<file path="config.mk">
export PLATFORM = sky130hd
export DESIGN_NAME = iter_divmod
export DESIGN_NICKNAME = d
export VERILOG_FILES = /design/src/rtl/iter_divmod_pkg.sv /design/src/rtl/iter_divmod_step.sv /design/src/rtl/iter_divmod.sv
export SDC_FILE = /design/constraint.sdc
export NUM_CORES = 1
export LEC_CHECK = 0
export BUFFER_PORTS_ARGS = -buffer_cell sky130_fd_sc_hd__buf_2
export CAP_MARGIN = 20
export CORE_MARGIN = 1
export CORE_UTILIZATION = 58
export CTS_CLUSTER_SIZE = 12
export DETAILED_ROUTE_END_ITERATION = 10
export HOLD_SLACK_MARGIN = 0.06
export PLACE_DENSITY = 0.79
export SLEW_MARGIN = 20
export SYNTH_ARGS = -nofsm -noshare
export SYNTH_HDL_FRONTEND = slang
export SYNTH_SLANG_ARGS = --single-unit
</file>
<file path="constraint.sdc">
create_clock -name clk -period 3.2 [get_ports clk]
set_input_delay 0.32 -clock clk [delete_from_list [all_inputs] [get_ports clk]]
set_output_delay 0.32 -clock clk [all_outputs]
set_load 0.1 [all_outputs]
</file>
<file path="src/rtl/iter_divmod_pkg.sv">
// Shared definitions for the iterative divider: FSM state type and opcode values.
`default_nettype none

package iter_divmod_pkg;

  typedef enum logic [1:0] {
    IDLE = 2'd0,
    RUN  = 2'd1,
    DONE = 2'd2
  } state_t;

  localparam logic [3:0] kDIV = 4'd0;
  localparam logic [3:0] kMOD = 4'd1;

endpackage

`default_nettype wire

</file>
<file path="src/rtl/iter_divmod_step.sv">
// One restoring-division step: shift in the next dividend bit, subtract the divisor if it fits.
`default_nettype none

module divmod_step #(
  parameter int W = 8
) (
  input  logic [W:0]   i_rem,
  input  logic         i_bit,
  input  logic [W-1:0] i_divisor,
  output logic [W:0]   o_rem,
  output logic         o_quo_bit
);

  logic [W:0] w_shifted;
  logic [W:0] w_diff;

  assign w_shifted = {i_rem[W-1:0], i_bit};
  assign w_diff    = w_shifted - {1'b0, i_divisor};

  // A set top bit means the true shifted value exceeds W+1 bits, so the divisor always fits;
  // the modular subtraction still yields the exact remainder in that case.
  assign o_quo_bit = i_rem[W] | (w_shifted >= {1'b0, i_divisor});
  assign o_rem     = o_quo_bit ? w_diff : w_shifted;

endmodule

`default_nettype wire

</file>
<file path="src/rtl/iter_divmod.sv">
// Iterative unsigned divider/modulo: one restoring step per clock, W steps per operation.
`default_nettype none

module iter_divmod
  import iter_divmod_pkg::*;
#(
  parameter int W = 8
) (
  input  logic         clk,
  input  logic         reset,
  input  logic         start,
  input  logic [3:0]   op,
  input  logic [W-1:0] dividend,
  input  logic [W-1:0] divisor,
  output logic         busy,
  output logic         done,
  output logic [W-1:0] result,
  output logic         div_by_zero
);

  localparam int CW = $clog2(W + 1);

  state_t         r_state;
  state_t         w_state_next;
  logic [3:0]     r_op;
  logic [W-1:0]   r_divisor;
  logic [W-1:0]   r_quo;
  logic [W:0]     r_rem;
  logic [CW-1:0]  r_cnt;
  logic [W-1:0]   r_result;
  logic           r_dz;

  logic           w_accept;
  logic           w_last;
  logic [W:0]     w_rem_next;
  logic           w_qbit;
  logic [W-1:0]   w_quo_next;

  assign w_accept = start && (r_state != RUN);
  assign w_last   = (r_state == RUN) && (r_cnt == CW'(1));

  // r_quo starts as the dividend; its MSB feeds each step while quotient bits shift in at the LSB.
  divmod_step #(.W(W)) u_step (
    .i_rem     (r_rem),
    .i_bit     (r_quo[W-1]),
    .i_divisor (r_divisor),
    .o_rem     (w_rem_next),
    .o_quo_bit (w_qbit)
  );

  assign w_quo_next = {r_quo[W-2:0], w_qbit};

  always_ff @(posedge clk or posedge reset) begin
    if (reset) r_state <= IDLE;
    else       r_state <= w_state_next;
  end

  always_comb begin
    w_state_next = r_state;
    unique case (r_state)
      RUN: begin
        if (w_last) w_state_next = DONE;
      end
      default: begin
        if (start) w_state_next = (divisor == '0) ? DONE : RUN;
        else       w_state_next = IDLE;
      end
    endcase
  end

  always_ff @(posedge clk or posedge reset) begin
    if (reset) begin
      r_op      <= '0;
      r_divisor <= '0;
      r_quo     <= '0;
      r_rem     <= '0;
      r_cnt     <= '0;
      r_result  <= '0;
      r_dz      <= 1'b0;
    end else if (w_accept) begin
      r_op      <= op;
      r_divisor <= divisor;
      r_quo     <= dividend;
      r_rem     <= '0;
      if (divisor == '0) begin
        r_cnt    <= '0;
        r_result <= (op == kMOD) ? dividend : '1;
        r_dz     <= 1'b1;
      end else begin
        r_cnt    <= CW'(W);
      end
    end else if (r_state == RUN) begin
      r_rem <= w_rem_next;
      r_quo <= w_quo_next;
      r_cnt <= r_cnt - CW'(1);
      if (w_last) begin
        r_result <= (r_op == kMOD) ? w_rem_next[W-1:0] : w_quo_next;
        r_dz     <= 1'b0;
      end
    end
  end

  assign busy        = (r_state == RUN);
  assign done        = (r_state == DONE);
  assign result      = r_result;
  assign div_by_zero = r_dz;

endmodule

`default_nettype wire

</file>
# Word-level counts from Yosys, hierarchy flattened
# Index checks and enable logic that the tools add are counted.
[word_totals]
elab_cells = 48
regBits = 44
latchBits = 0
romBits = 0
ram_bits = 0
inputBits = 23
memories = 0
out_inout_bits = 11
[op_classes]
reduce_logical = 6
mul = 0
order_cmp = 1
n_shift = 0
div_mod_pow = 0
n_mux = 22
addsub = 2
n_eq_ne = 8
bitwise_logic = 1
[op_table]
columns = ["cell", "count"]
rows = [
  ["$mux 8", 8],
  ["$mux 9", 3],
  ["$eq 4x1->1 const B", 3],
  ["$mux 4", 3],
  ["$ge 9x8->1", 1],
  ["$sub 9x8->9", 1],
  ["$logic_not 8->1", 1],
  ["$mux 2", 4],
  ["$ne 2x1->1 const B", 3],
  ["$mux 1", 4],
  ["$reduce_bool 2->1", 2],
  ["$sub 4x1->4 const B", 1],
  ["$reduce_and 3->1", 1],
  ["$eq 2x1->1 const B", 1],
  ["$eq 2x2->1 const B", 1],
  ["$logic_and 1x1->1", 2],
  ["$or 1x1->1", 1],
]

# Logic depth before layout (Yosys ltp)
[depth]
word_depth = 7
mapped_depth = 9
mapped_depth_nobuf = 9

# Cells and area by module
# Synthesis repeated with hierarchy kept, for this count alone.
[unflattened]
hier_cells = 260
area_unflattened_um2 = 2611.3
[by_module_without_submodules]
columns = ["mod", "instances", "area_each_um2", "seq_area_each_um2", "cells_per_inst"]
rows = [
  ["iter_divmod", 1, 2083.2, 1101.1, 185],
  ["divmod_step", 1, 528.0, 0.0, 75],
]

# Least setup slack after synthesis
# OpenSTA, ideal clock, no wires.
[synth_path]
path_kind = "reg2reg"
startpoint = "register r_state[1]"
endpoint = "register r_quo[7]"
path_stages_with_launch = 6
n_path_buf = 2
required_time_ns = 3.015
t_arrival_ns = 2.123
period_less_slack_ns = 2.308
setup_time_ns = 0.185
setup_slack_ns = 0.892
cell_sequence = "dfrtp_1 nand2b_1 inv_1 clkbuf_1 buf_1 o21ai_0"
[synth_via]
word_cells_on_any_way = 5
classes_between = "2 x eq/ne; 1 x mux; 2 x reduce/logical"
[synth_lines]
columns = ["item", "line_no", "rtl"]
rows = [
  ["start: declaration", "iter_divmod.sv:23", "state_t r_state;"],
  ["start signal: assignment", "iter_divmod.sv:55", "else r_state <= w_state_next;"],
  ["$eq 2x1->1", "--", ""],
  ["net busy", "iter_divmod.sv:15", "output logic busy,"],
  ["$reduce_bool 2->1 (no line)", "--", ""],
  ["end signal: assignment", "iter_divmod.sv:83", "r_quo <= dividend;"],
  ["end signal: assignment", "iter_divmod.sv:94", "r_quo <= w_quo_next;"],
  ["end: declaration", "iter_divmod.sv:27", "logic [W-1:0] r_quo;"],
]
# The timed path passes the listed nets, and every way through them passes these cells.
# A chain may end at the register's enable or synchronous reset.

# Worst setup path in the final report
[layout_path]
startpoint = "register r_rem[5]"
endpoint = "register r_rem[1]"
[layout_via]
elab_chain_len = 5
[layout_lines]
columns = ["item", "line_no", "rtl"]
rows = [
  ["start: declaration", "iter_divmod.sv:28", "logic [W:0] r_rem;"],
  ["start signal: assignment", "iter_divmod.sv:93", "r_rem <= w_rem_next;"],
  ["$ge 9x8->1", "iter_divmod_step.sv:22", "assign o_quo_bit = i_rem[W] | (w_shifted >= {1'b0, i_divisor});"],
  ["$or 1x1->1", "iter_divmod_step.sv:22", ""],
  ["$mux 9", "iter_divmod_step.sv:23", "assign o_rem = o_quo_bit ? w_diff : w_shifted;"],
  ["$mux 9", "iter_divmod.sv:92", "end else if (r_state == RUN) begin"],
  ["$mux 9", "iter_divmod.sv:80", "end else if (w_accept) begin"],
]
# No other way between the ends. The select of a mux whose other input is x is not followed.

==> summary.md <==
| Metric | Value |
|---|---|
| Largest family of logic cells by synthesized area | compound AO/OA/AOI/OAI gates |
| Part of the cycle the worst path needs | 84.7% |
| Die boundary height | 69.6 um |
| Worst max-slew margin expressed relative to the limit | 37.5% |
| Synthesized instance count | 277 |
| Crit Path Class | reg -> reg |
| Share of flip-flops with an asynchronous set or reset | 100% |
| Most used flip-flop cell after synthesis | dfrtp_1 |
| Hold Violations, Final | 0 |
| Number of antenna violations at the first check in global routing | 0 |
| Area used by sequential logic in the layout | 0.00110 mm^2 |
| Diode count | 0 |
| Number of max-slew violations in the final report | 0 |
| Input/output buffers | 33 |
| Clk Tree Root Cell | clkbuf_8 |
| Post-CTS repair timing setup buffer count | 0 |
| Total routed wirelength | 6.00 mm |
| Synth Area in Adders | 5.47% |
| Post-synthesis xor/xnor area fraction | 0.660% |
| Crit-path max FO | 9 |
| Hpwl dp | 4.33 mm |
| Remaining global-route overflow | 0 |
| Period minus WS final | 2710 ps |
| Total negative slack | 0 ps |
| Post-CTS sizing | 0 |
| Top cell types by occurrence after synthesis | dfrtp_1, inv_1, nand2_1 |
| Class of the tightest hold or removal check | in -> async |
| CP endpoint kind | flop |
| Wire length of the first global-routing pass | 10.2 mm |
| Endpoints failing setup | 0 |
| Post-Synth Simple-Gate Area | 17.2% |
| Die width | 69.6 um |
| Highest clock frequency the design can meet | 369 MHz |
| TritonCTS buffer count | 5 |
| Clock insertion delay at the later pin of the skew report | 300 ps |
| Cts hold-fix bufs | 0 |
| Net count after synthesis | 311 |
| Arrival time reported for the critical path endpoint | 2870 ps |
| Buffers from clock root to sink, at most | 2 |
| Post-synthesis sequential element count | 44 |
| Post-synth top area share | 41.5% |
| Slew @ Worst Pin | 932 ps |
| Yosys cell types | 53 |
| EDFF count, synth | 0 |
| Iteration-0 DRC count of the detailed router | 140 |
| Total iterations of the first detailed-routing run | 5 |
| Setup repair after global routing missed its margin | no |
| Launching element type of the critical path | flop |
| Post-synthesis instance area | 0.00265 mm^2 |
| Most area-consuming cells after synthesis | dfrtp_1, mux2_2, ha_1, mux2i_1, o21ai_0 |
| Maximum number of pins on one net before global-route repair | 45 |
| Syn Area/Cell | 9.58 um^2 |
| Effective utilization at floorplan | 60.5% |
| Post-DR wirelength/cell | 16.8 um |
| Area used by multi-input combinational logic | 0.00139 mm^2 |
| Share of final-layout standard cells stronger than drive strength 1 | 22.6% |
| Post-DR vias/cell | 6.27 |
| Number of warnings printed during yosys synthesis | 0 |
| Max-capacitance violation count | 0 |
| Vias in the first global route | 2131 |
| Placeable Area | 0.00438 mm^2 |
| Setup Slack @ Placement | 581 ps |
| Total number of vias | 2240 |
| Seq/Total Area, Yosys | 41.5% |
| Remaining design rule violation count | 0 |
| GRT Resource Usage Total | 26.8% |
| H-tree levels | 2 |
| Final worst clock skew | 7.09 ps |
| Die Area | 0.00485 mm^2 |
| CTS clk-pin slew, worst paths | 80 ps |
| Synth Area in Compound Gates | 20.2% |
| Mux cell area share after synthesis | 8.92% |
| Clock tree from TritonCTS | done |
| Utilization after layout | 66.9% |
| Weighted congestion at the end of routability-driven global placement | 0.888 |
| I/O pin total | 34 |
| Library cell with the highest instance count after synthesis | dfrtp_1 |
| Number of placement rows | 24 |
| Layout fillers | 369 |
| Total clock sinks | 44 |
| Result of the run | completed |
| Worst EP required | 3360 ps |
| Biggest area consumer among synthesized cells | dfrtp_1 |
| Remaining number of nets flagged by the antenna check after routing | 0 |
| Number of nets in the layout | 338 |
| Crit path setup slack, layout | 491 ps |
| Area Overhead vs Synth | 10.5% |
-- layout by cell type, fill, tap and decap left out, types with 2 or more instances in the layout --
cell type,n
a211oi_1,4
nor2b_1,4
a21oi_1,12
o211ai_1,4
mux2_2,13
o21ai_0,18
a31oi_1,4
a21o_1,3
nand3_1,2
a221oi_1,3
nor2_1,15
o221ai_1,2
dfrtp_1,44
o21a_1,2
or4_1,2
o31ai_1,10
or3_1,3
nor3_1,8
nand4_1,4
nand3b_1,7
buf_4,5
o311ai_0,2
inv_1,20
ha_1,10
buf_2,33
or4b_2,3
clkbuf_8,6
a2bb2oi_1,2
mux2i_1,9
nand2_1,20
a22oi_1,2
nor3b_1,5
-- through the flow --
stage	cell area (um^2)	hold WS, ps	cells
floorplan	2650	471	277
global placement	2840	462	349
detailed placement	2840	465	349
CTS	2930	161	357
global route	2930	189	357
finish	2930	138	357
-- routing by layer --
layer	share of wire, %	up-vias	wire (um)	track usage, %
met2	46	102	2780	42.5
li1	-	1072	-	-
met5	0	-	0	0
met1	45	1050	2700	36.8
met4	2.2	0	132	9.56
met3	6.6	16	395	5.23
-- cell type report --
cell class / instances / share of cell area (%)
timing repair buffer: 38 / 6.91
clock buffer: 7 / 2.94
tap: 52 / 2.22
multi-input combinational: 194 / 47.4
inverter: 21 / 2.69
sequential: 44 / 37.6
clock inverter: 1 / 0.256
-- final timing paths --
kind	from	end	slack, ps	depth (start not counted)
setup / recovery	r_rem[5]	r_rem[1]	490	6
hold / removal	reset	r_cnt[0]	140	3
setup reg to reg	r_rem[5]	r_rem[1]	490	6
hold reg to reg	div_by_zero	div_by_zero	480	2
max in group asynchronous	reset	r_rem[1]	2690	3
min in group clk	op[2]	r_op[2]	250	2
-- flip-flops by register name, indices dropped and copies added (netlist names) --
register / flops
r_divisor: 8
result: 8
r_state: 2
r_cnt: 4
r_rem: 9
div_by_zero: 1
r_quo: 8
r_op: 4
-- critical path: stages, from the launching register on --
cell      delay (ps)
dfrtp_1          420
ha_1             420
a21o_1           160
nor3_1            70
a211oi_1         810
nor2_1           240
o311ai_0         440
-- logic make-up (layout without fill, tap and decap cells) --
group,Yosys count,count (layout)
simple gates,81,81
compound gates,78,78
flops,44,44
buf+inv,39,67
mux,22,22
fa+ha+maj,11,11
xor+xnor,2,2
Power is left out: the tool's default activity adds up to more than one toggle a clock period on the data nets, which glitch-free logic cannot reach.
